## src/rtl/sp_ram_arbiter.sv

```systemverilog
// sp_ram_arbiter: two request ports share one single-port RAM with registered read.
// Round-robin grant from IDLE, sticky ownership while the owner keeps lock set,
// and a one-cycle read response routed back to the port that issued the read.
module sp_ram_arbiter #(
    parameter int WIDTH = 8,
    parameter int DEPTH = 256,
    localparam int AW = (DEPTH > 1) ? $clog2(DEPTH) : 1
) (
    input  logic             clk,
    input  logic             rst_n,
    input  logic             p0_valid,
    output logic             p0_ready,
    input  logic             p0_we,
    input  logic             p0_lock,
    input  logic [AW-1:0]    p0_addr,
    input  logic [WIDTH-1:0] p0_wdata,
    output logic             p0_rvalid,
    output logic [WIDTH-1:0] p0_rdata,
    input  logic             p1_valid,
    output logic             p1_ready,
    input  logic             p1_we,
    input  logic             p1_lock,
    input  logic [AW-1:0]    p1_addr,
    input  logic [WIDTH-1:0] p1_wdata,
    output logic             p1_rvalid,
    output logic [WIDTH-1:0] p1_rdata,
    output logic             ram_ena,
    output logic             ram_wea,
    output logic [AW-1:0]    ram_addr,
    output logic [WIDTH-1:0] ram_din,
    input  logic [WIDTH-1:0] ram_dout
);

    typedef enum logic [1:0] {IDLE, OWN0, OWN1} state_t;

    state_t           state_reg, state_next;
    logic             last_grant_reg, last_grant_next;
    logic [1:0]       grant;
    logic [1:0]       valid;
    logic [1:0]       we;
    logic [1:0]       lock;
    logic             rvalid_reg [2];
    logic [WIDTH-1:0] rdata [2];

    assign valid = {p1_valid, p0_valid};
    assign we    = {p1_we, p0_we};
    assign lock  = {p1_lock, p0_lock};

    // State and round-robin history; reset leaves port 0 as the first contention winner.
    always_ff @(posedge clk or negedge rst_n) begin
        if (!rst_n) begin
            state_reg      <= IDLE;
            last_grant_reg <= 1'b1;
        end else begin
            state_reg      <= state_next;
            last_grant_reg <= last_grant_next;
        end
    end

    // Grant decision and next state; grants are forced low while reset is held.
    always_comb begin
        grant           = 2'b00;
        state_next      = state_reg;
        last_grant_next = last_grant_reg;
        if (rst_n) begin
            case (state_reg)
                IDLE: begin
                    grant[0] = valid[0] & (~valid[1] | last_grant_reg);
                    grant[1] = valid[1] & (~valid[0] | ~last_grant_reg);
                end
                OWN0:    grant[0] = valid[0];
                OWN1:    grant[1] = valid[1];
                default: grant = 2'b00;
            endcase
        end
        if (grant[0]) begin
            last_grant_next = 1'b0;
            state_next      = lock[0] ? OWN0 : IDLE;
        end else if (grant[1]) begin
            last_grant_next = 1'b1;
            state_next      = lock[1] ? OWN1 : IDLE;
        end
    end

    assign p0_ready = grant[0];
    assign p1_ready = grant[1];
    assign ram_ena  = grant[0] | grant[1];

    // RAM request mux; everything is zero when nobody holds the grant.
    always_comb begin
        ram_wea  = 1'b0;
        ram_addr = '0;
        ram_din  = '0;
        if (grant[0]) begin
            ram_wea  = p0_we;
            ram_addr = p0_addr;
            ram_din  = p0_wdata;
        end else if (grant[1]) begin
            ram_wea  = p1_we;
            ram_addr = p1_addr;
            ram_din  = p1_wdata;
        end
    end

    genvar gi;
    generate
        for (gi = 0; gi < 2; gi++) begin : g_resp
            // Read-beat tracker: the RAM output belongs to this port the cycle after its read.
            always_ff @(posedge clk or negedge rst_n) begin
                if (!rst_n) begin
                    rvalid_reg[gi] <= 1'b0;
                end else begin
                    rvalid_reg[gi] <= grant[gi] & ~we[gi];
                end
            end
            assign rdata[gi] = rvalid_reg[gi] ? ram_dout : '0;
        end
    endgenerate

    assign p0_rvalid = rvalid_reg[0];
    assign p1_rvalid = rvalid_reg[1];
    assign p0_rdata  = rdata[0];
    assign p1_rdata  = rdata[1];

endmodule

```

## config.mk

```make
export PLATFORM = sky130hd
export DESIGN_NAME = sp_ram_arbiter
export DESIGN_NICKNAME = d
export VERILOG_FILES = /design/src/rtl/sp_ram_arbiter.sv
export SDC_FILE = /design/constraint.sdc
export NUM_CORES = 1
export LEC_CHECK = 0
export ABC_AREA = 0
export CORE_UTILIZATION = 24
export CTS_CLUSTER_SIZE = 25
export DETAILED_ROUTE_END_ITERATION = 8
export GPL_TIMING_DRIVEN = 0
export PLACE_DENSITY_LB_ADDON = 0.05
export SYNTH_ARGS = -nofsm -noshare
export SYNTH_HDL_FRONTEND = slang
export SYNTH_SLANG_ARGS = --single-unit
```

## constraint.sdc

```tcl
create_clock -name clk -period 2.5 [get_ports clk]
set_clock_uncertainty 0.2 [all_clocks]
set_input_delay 0.375 -clock clk [delete_from_list [all_inputs] [get_ports clk]]
set_output_delay 0.375 -clock clk [all_outputs]
set_load 0.01 [all_outputs]
```

# After elaboration in Yosys (flattened, before gate mapping)

Cells that the tools add are included.

Register bits after elaboration: 5
Logic and storage cells: 37

Equal/unequal tests: 2
Mux-type cells: 17
Bitwise gates (word level): 12
Reduce and logical (&&, ||, !) cells: 2

Operator list:

| operator                                                               | number |
|---|---|
| 8-bit two-way mux                                                      | 6 |
| 2-bit two-way mux                                                      | 4 |
| 1-bit two-way mux                                                      | 5 |
| 1-bit inverter                                                         | 5 |
| 1-bit AND                                                              | 4 |
| 1-bit case mux with 2 select lines                                     | 2 |
| 1-bit bitwise OR                                                       | 3 |
| 2-bit by 1-bit equality test with 1-bit output (second input constant) | 1 |
| 2-bit equality test (second input constant)                            | 1 |
| 2-bit logical NOT                                                      | 1 |
| 2-bit nonzero test                                                     | 1 |

# Longest topological paths before layout

Gate-level depths: netlist of run 1.

Depth in word-level cells: 7
Mapped depth: 4
Depth with buffers taken out: 3

# Worst setup path before layout of run 1

No wires, ideal clock.

Kind: register -> output
Start point: register state_reg[0]
End point: output ram_addr[6]
Arrival time: 1.146 ns
Path slack: 0.779 ns
Cell stages (with the launch flop): 5
Buffers on the path: 1
Path through: dfrtp_1 nand3b_4 a21oi_4 buf_8 a22o_1

Cells in the longest elaborated chain, start to end: 5
Elaborated cells between the ends (all ways): 8
Those cells by class: eq/ne: 2; mux: 5; reduce/logical: 1

Ends and longest elaborated chain:

| element                                                         | line | text |
|---|---|---|
| start: declaration                                              | 36   | `state_t state_reg, state_next;` |
| start signal: assignment                                        | 55   | `state_reg <= state_next;` |
| 2-bit equality test / 2-bit logical NOT (equally long branches) | 66   | `case (state_reg)` |
| 1-bit case mux with 2 select lines *                            | 66   |  |
| 2-bit two-way mux *                                             | 65   | `if (rst_n) begin` |
| via p1_ready                                                    | 20   | `output logic p1_ready,` |
| 8-bit two-way mux *                                             | 98   | `end else if (grant[1]) begin` |
| 8-bit two-way mux *                                             | 94   | `if (grant[0]) begin` |
| end: declaration                                                | 29   | `output logic [AW-1:0] ram_addr,` |

The timed path passes the listed nets; every way through them passes the cells marked *.

# Worst setup path after layout of run 1

Start point: input p0_valid
End point: output p1_ready

Cells in the longest elaborated chain, start to end: 5

Ends and longest elaborated chain:

| element                            | line | text |
|---|---|---|
| start: declaration                 | 11   | `input logic p0_valid,` |
| 1-bit inverter                     | 69   | `grant[1] = valid[1] & (~valid[0] \| ~last_grant_reg);` |
| 1-bit bitwise OR                   | 69   |  |
| 1-bit AND                          | 69   |  |
| 1-bit case mux with 2 select lines | 66   |  |
| 2-bit two-way mux                  | 65   |  |
| end: declaration                   | 20   |  |

Every way passes these cells.

==> reports/results.ini, run 1 <==
[synth]
syn_avg_cell_area_sq_um = 9.81
ys_seq_area_share_pct = 23.0
synthCells = 56
ys_warn_count = 0
synth.net_count = 104
synth_seq_cells = 5
mappedNetlistArea_sq_um = 549
synthDistinctLibCells = 18

[layout]
final_common_cell = clkdlybuf4s50_1
diodes = 0
layout.nets = 198
fillers = 171
areaGrowthSynthToFinish_pct = 168
largest_reg_flops = 2
layout_common_cells = clkdlybuf4s50_1, dlygate4sd2_1, a22o_1
drive_above_1_share_pct = 10.1

[floorplanning]
core_area_sq_um = 2060
rows = 16
dieHeight_um = 49.8
io_pins = 86
die-area_sq_um = 2480
start_util_pct = 26.6
die_w_um = 49.8

[worst_setup_path]
slowest_delay_ns = 0.54
worstSetupEndpointType = output pin
ff2ff_path_depth = 3
crit_slowest_cell = clkdlybuf4s50_1
start_kind = input port
cpMostUsedCell = clkdlybuf4s50_1
arrival_ns = 1.83
critPathLaunch = p0_valid
cp_max_fo = 10
r2r_setup_slack_ns = 1.10
crit_chain = clkdlybuf4s50_1, nor2b_4, a21oi_4, buf_8, clkdlybuf4s50_1
required_ns = 1.92
regToRegStartpoint = state_reg[0]$_DFFE_PN0P_
rr_endpoint = p0_rvalid$_DFF_PN0_
crit_path_end = p1_ready
worstSetupPathType = input port to output pin

[run]
cap_violations = 0

[pwr]
ir_drop_v = 0.000314
p_per_area_nw_per_um2 = 441
seqPwrFrac_pct = 23.1
p_int_uw = 432
clkPwrFrac_pct = 13.9
combPwrFrac_pct = 62.9
power_leakage_nw = 0.690
netSwitchingPower_uw = 216
power.switching_fraction_pct = 33.4

[global_routing]
grt_pass1_wl_um = 3460
grt_pass1_vias = 808
grt_overflow = 0
grt_antenna_before_repair = 0
grt.total_usage_pct = 18.1
grt_max_degree = 11

[timing]
worst_slack_ns = 0.0914
period_minus_slack_ns = 2.41
slew_headroom_pct = 81.2
worstMarginPinSlew_ns = 0.283
maxSlewViolCount = 0
timing.fmax_mhz = 415
setup_tns_ns = 0
rsz0062_at_grt = false
fin_crit_sh_pct = 96.3
hold_ws_ns = 0.168
setup_viol = 0
hold_viol_final = 0

[placed_design]
pre_cts_slack_ns = -0.511
portBuffers = 85
hpwl_um = 1820
place_congestion = 0.736

[detailed_routing]
wirelength_um = 2080
drtAntennaViolNets = 0
met1_length_um = 675
viasPerCell = 4.56
wl_met2_um = 1090
drtPass1Iterations = 3
highest_layer = met4
drt-wirelength-per-cell_um = 11.8
wl_met3_um = 252
vias = 802
drc = 0
drt_iter0_markers = 5

[clock_network]
cts_tree = built
clock_path_buffers = 2
cts_sinks = 5
cts-htree-levels = 1
cts-root-buf = clkbuf_4
cts_made_buffers = 3
clk_pin_slew_ns = 0.04
worstSkewPairLatency_ns = 0.24

[hold_path]
hp-class = input port to asynchronous set/reset pin

[status]
outcome = finished, final reports clean

timing repair:
item                                    4_1_cts  5_1_grt
setup buffers                                 3        0
endpoints found under the setup margin       19       18
gates cloned                                  0        0
hold endpoints to repair                      4        0
hold buffers                                  1        0
gates resized for setup                      19        1
metal layers:
metal	track usage, %	up-vias
met3	4.32	6
li1	-	398
met4	10.0	0
met1	16.7	341
met2	35.6	57
met5	0	-
cell families after synthesis:
group | after synthesis | share of synthesized area, %
compound gates | 24 | 40.5
simple gates | 22 | 28.2
flops | 5 | 23.0
buf+inv | 5 | 8.20
power by group through the flow:
stage / Sequential (mW) / Combinational [mW] / Clock [mW]
after floorplan: 0.146 / 0.197 / 0
after global placement: 0.150 / 0.429 / 0
after detailed placement: 0.152 / 0.434 / 0
after CTS: 0.150 / 0.413 / 0.0941
after global routing: 0.156 / 0.443 / 0.0979
final: 0.150 / 0.408 / 0.0904
worst min-delay path by stage:
stage,to,slack (ns),start,depth (start not counted)
floorplan,p0_rvalid$_DFF_PN0_,-0.12,rst_n,0
global placement,last_grant_reg$_DFFE_PN1P_,0.29,last_grant_reg$_DFFE_PN1P_,2
detailed placement,last_grant_reg$_DFFE_PN1P_,0.29,last_grant_reg$_DFFE_PN1P_,2
CTS,last_grant_reg$_DFFE_PN1P_,0.16,rst_n,1
global route,last_grant_reg$_DFFE_PN1P_,0.21,rst_n,1
finish,last_grant_reg$_DFFE_PN1P_,0.17,rst_n,1
Yosys cell counts:
cell type / count / area [sq um]
and2_1: 16 / 100
buf_6: 2 / 22.5
inv_1: 2 / 7.51
nor2b_1: 1 / 6.26
buf_8: 1 / 15.0
nor2_1: 1 / 3.75
o21a_1: 1 / 7.51
a21oi_1: 2 / 10.0
nand2_1: 1 / 3.75
nand3b_4: 1 / 20.0
dfrtp_1: 4 / 100
a22o_1: 18 / 158
a21oi_4: 1 / 16.3
o22a_2: 1 / 10.0
dfstp_2: 1 / 26.3
o311a_4: 1 / 21.3
nor2b_4: 1 / 13.8
and2b_1: 1 / 7.51
metrics by stage:
stage / instance area, sq um / cells / power, mW / util [%]
final: 1470 / 176 / 0.648 / 71.4
after global routing: 1470 / 176 / 0.696 / 71.4
after CTS: 1470 / 176 / 0.658 / 71.2
after detailed placement: 1430 / 168 / 0.586 / 69.5
after global placement: 1430 / 168 / 0.579 / 69.5
after floorplan: 549 / 56 / 0.343 / -
critical path: cells and delay by family:
kind                   cells  cell delay (ns)
AND/OR/NAND/NOR            1             0.15
AO/OA/AOI/OAI              1             0.19
buffers and inverters      3             1.11
area by class of cell:
| type | count | area (sq um) | share of cell area, % |
|---|---|---|---|
| clock buffer | 4 | 26.3 | 1.79 |
| multi-input combinational | 46 | 378 | 25.7 |
| sequential | 5 | 126 | 8.59 |
| timing repair buffer | 89 | 862 | 58.6 |
| inverter | 2 | 7.51 | 0.510 |
| tap | 27 | 33.8 | 2.30 |
| buffer | 3 | 37.5 | 2.55 |
Note: power is estimated with default switching activity, not from simulation.
==> run 2: changes to the inputs <==
--- a/config.mk
+++ b/config.mk
@@ -10,6 +10,7 @@
 export CTS_CLUSTER_SIZE = 25
 export DETAILED_ROUTE_END_ITERATION = 8
 export GPL_TIMING_DRIVEN = 0
+export MAX_ROUTING_LAYER = met4
 export PLACE_DENSITY_LB_ADDON = 0.05
 export SYNTH_ARGS = -nofsm -noshare
 export SYNTH_HDL_FRONTEND = slang
==> run 2 against run 1 <==
Against the previous run:
- power barely moved
- sequential power is essentially flat
- die area did not move
- via count unchanged
- largest power group unchanged
- largest cell class unchanged
- sequential cell count stayed put
==> reports/results.ini, run 2 (synthesis results as in run 1) <==
[placed_design]
place_congestion = 0.745  ; +1.2%
portBuffers = 85  ; unchanged
hpwl_um = 1820  ; unchanged
pre_cts_slack_ns = -0.511  ; unchanged

[detailed_routing]
drt-wirelength-per-cell_um = 11.8  ; about the same
vias = 802  ; unchanged
drtAntennaViolNets = 0  ; unchanged
drt_iter0_markers = 5  ; unchanged
wirelength_um = 2080  ; about the same
drtPass1Iterations = 3  ; unchanged
drc = 0  ; unchanged
viasPerCell = 4.56  ; unchanged

[pwr]
netSwitchingPower_uw = 216  ; about the same
p_per_area_nw_per_um2 = 441  ; about the same
p_int_uw = 432  ; unchanged
clkPwrFrac_pct = 13.9  ; about the same
power_leakage_nw = 0.690  ; unchanged
power.switching_fraction_pct = 33.4  ; about the same
ir_drop_v = 0.000314  ; about the same
seqPwrFrac_pct = 23.1  ; about the same
combPwrFrac_pct = 62.9  ; about the same

[worst_setup_path]
crit_chain = clkdlybuf4s50_1, nor2b_4, a21oi_4, buf_8, clkdlybuf4s50_1
r2r_setup_slack_ns = 1.10  ; about the same
worstSetupEndpointType = output pin
start_kind = input port
ff2ff_path_depth = 3  ; unchanged
cpMostUsedCell = clkdlybuf4s50_1
arrival_ns = 1.83  ; about the same
slowest_delay_ns = 0.54  ; about the same
worstSetupPathType = input port to output pin
required_ns = 1.92  ; about the same
regToRegStartpoint = state_reg[0]$_DFFE_PN0P_
cp_max_fo = 10  ; unchanged
rr_endpoint = p0_rvalid$_DFF_PN0_
crit_slowest_cell = clkdlybuf4s50_1

[layout]
diodes = 0  ; unchanged
final_common_cell = clkdlybuf4s50_1
largest_reg_flops = 2  ; unchanged
drive_above_1_share_pct = 10.1  ; unchanged
layout.nets = 198  ; unchanged
layout_common_cells = clkdlybuf4s50_1, dlygate4sd2_1, a22o_1
final_util_pct = 71.4  ; unchanged
areaGrowthSynthToFinish_pct = 168  ; unchanged

[clock_network]
clk_pin_slew_ns = 0.04  ; about the same
cts_sinks = 5  ; unchanged
cts-root-buf = clkbuf_4
cts_tree = built
clock_path_buffers = 2  ; unchanged
cts_made_buffers = 3  ; unchanged
cts-htree-levels = 1  ; unchanged
worstSkewPairLatency_ns = 0.24  ; about the same

[timing]
worst_slack_ns = 0.0914  ; unchanged
worstMarginPinSlew_ns = 0.283  ; unchanged
slew_headroom_pct = 81.2  ; unchanged
period_minus_slack_ns = 2.41  ; unchanged
fin_crit_sh_pct = 96.3  ; unchanged
setup_viol = 0  ; unchanged
hold_viol_final = 0  ; unchanged
setup_tns_ns = 0  ; unchanged
timing.fmax_mhz = 415  ; unchanged
rsz0062_at_grt = false
hold_ws_ns = 0.168  ; unchanged
maxSlewViolCount = 0  ; unchanged

[global_routing]
top_usage_layer = met2
grt.met1_usage_pct = 17.0  ; +0.37 points
use_met2_pct = 35.6  ; unchanged
grt_pass1_vias = 808  ; unchanged
grt_pass1_wl_um = 3460  ; unchanged
grt_overflow = 0  ; unchanged
grt_antenna_before_repair = 0  ; unchanged
met3_usage_pct = 3.70  ; -0.62 points
grt.total_usage_pct = 18.7  ; +0.50 points
grt_max_degree = 11  ; unchanged

[floorplanning]
rows = 16  ; unchanged
core_area_sq_um = 2060  ; unchanged
die_w_um = 49.8  ; unchanged
die-area_sq_um = 2480  ; unchanged
io_pins = 86  ; unchanged
start_util_pct = 26.6  ; unchanged
dieHeight_um = 49.8  ; unchanged

[run]
cap_violations = 0  ; unchanged

[status]
outcome = finished, final reports clean

[hold_path]
hp-class = input port to asynchronous set/reset pin

run 2: cell counts in the layout (fill, tap and decap cells not counted):
No cell type changed its count.
run 2: layout make-up:
cell class | instances | area [sq um]
well taps | 27 | 33.8
repair buffers | 89 | 862
plain buffers | 3 | 37.5
fillers | 171 | 591
multi-input cells | 46 | 378
inverters | 2 | 7.51
clock buffers | 4 | 26.3
flip-flops and latches | 5 | 126
run 2: timing repair:
action	4_1_cts	5_1_grt
pin swaps	0	0
buffers inserted	3	0
endpoints found under the setup margin	19	18
resized for setup	19	1
hold endpoints to repair	4	0
hold buffers	1	0
run 2: how the worst max path moves through the flow:
stage	start	to	cells after the start
2_1_floorplan	state_reg[0]$_DFFE_PN0P_	ram_addr[6]	4
4_1_cts	p1_valid	ram_wea	6
3_5_place_dp	rst_n	ram_din[2]	6
6_report	p0_valid	p1_ready	5
5_1_grt	p0_valid	ram_wea	6
3_3_place_gp	rst_n	ram_din[2]	6
run 2: metrics by stage:
step                power (mW)  cells  instance area [sq um]
floorplan                0.343     56                    549
global placement         0.579    168                   1430
detailed placement       0.586    168                   1430
CTS                      0.658    176                   1470
global route             0.696    176                   1470
finish                   0.648    176                   1470
run 2: power groups by stage:
stage	combinational (mW)	clock (mW)	sequential, mW
floorplan	0.197	0	0.146
global placement	0.429	0	0.150
detailed placement	0.434	0	0.152
CTS	0.413	0.0941	0.150
global route	0.443	0.0979	0.156
finish	0.408	0.0904	0.150
run 2: worst max-delay path, delay by kind of cell:
family	cells	cell delay, ns
buf+inv	3	1.11
simple gates	1	0.15
compound gates	1	0.19
run 2: layer usage:
layer	wire length (um)	vias up
li1	-	398
met2	1090	57
met3	240	6
met4	60	0
met5	0	-
met1	688	341
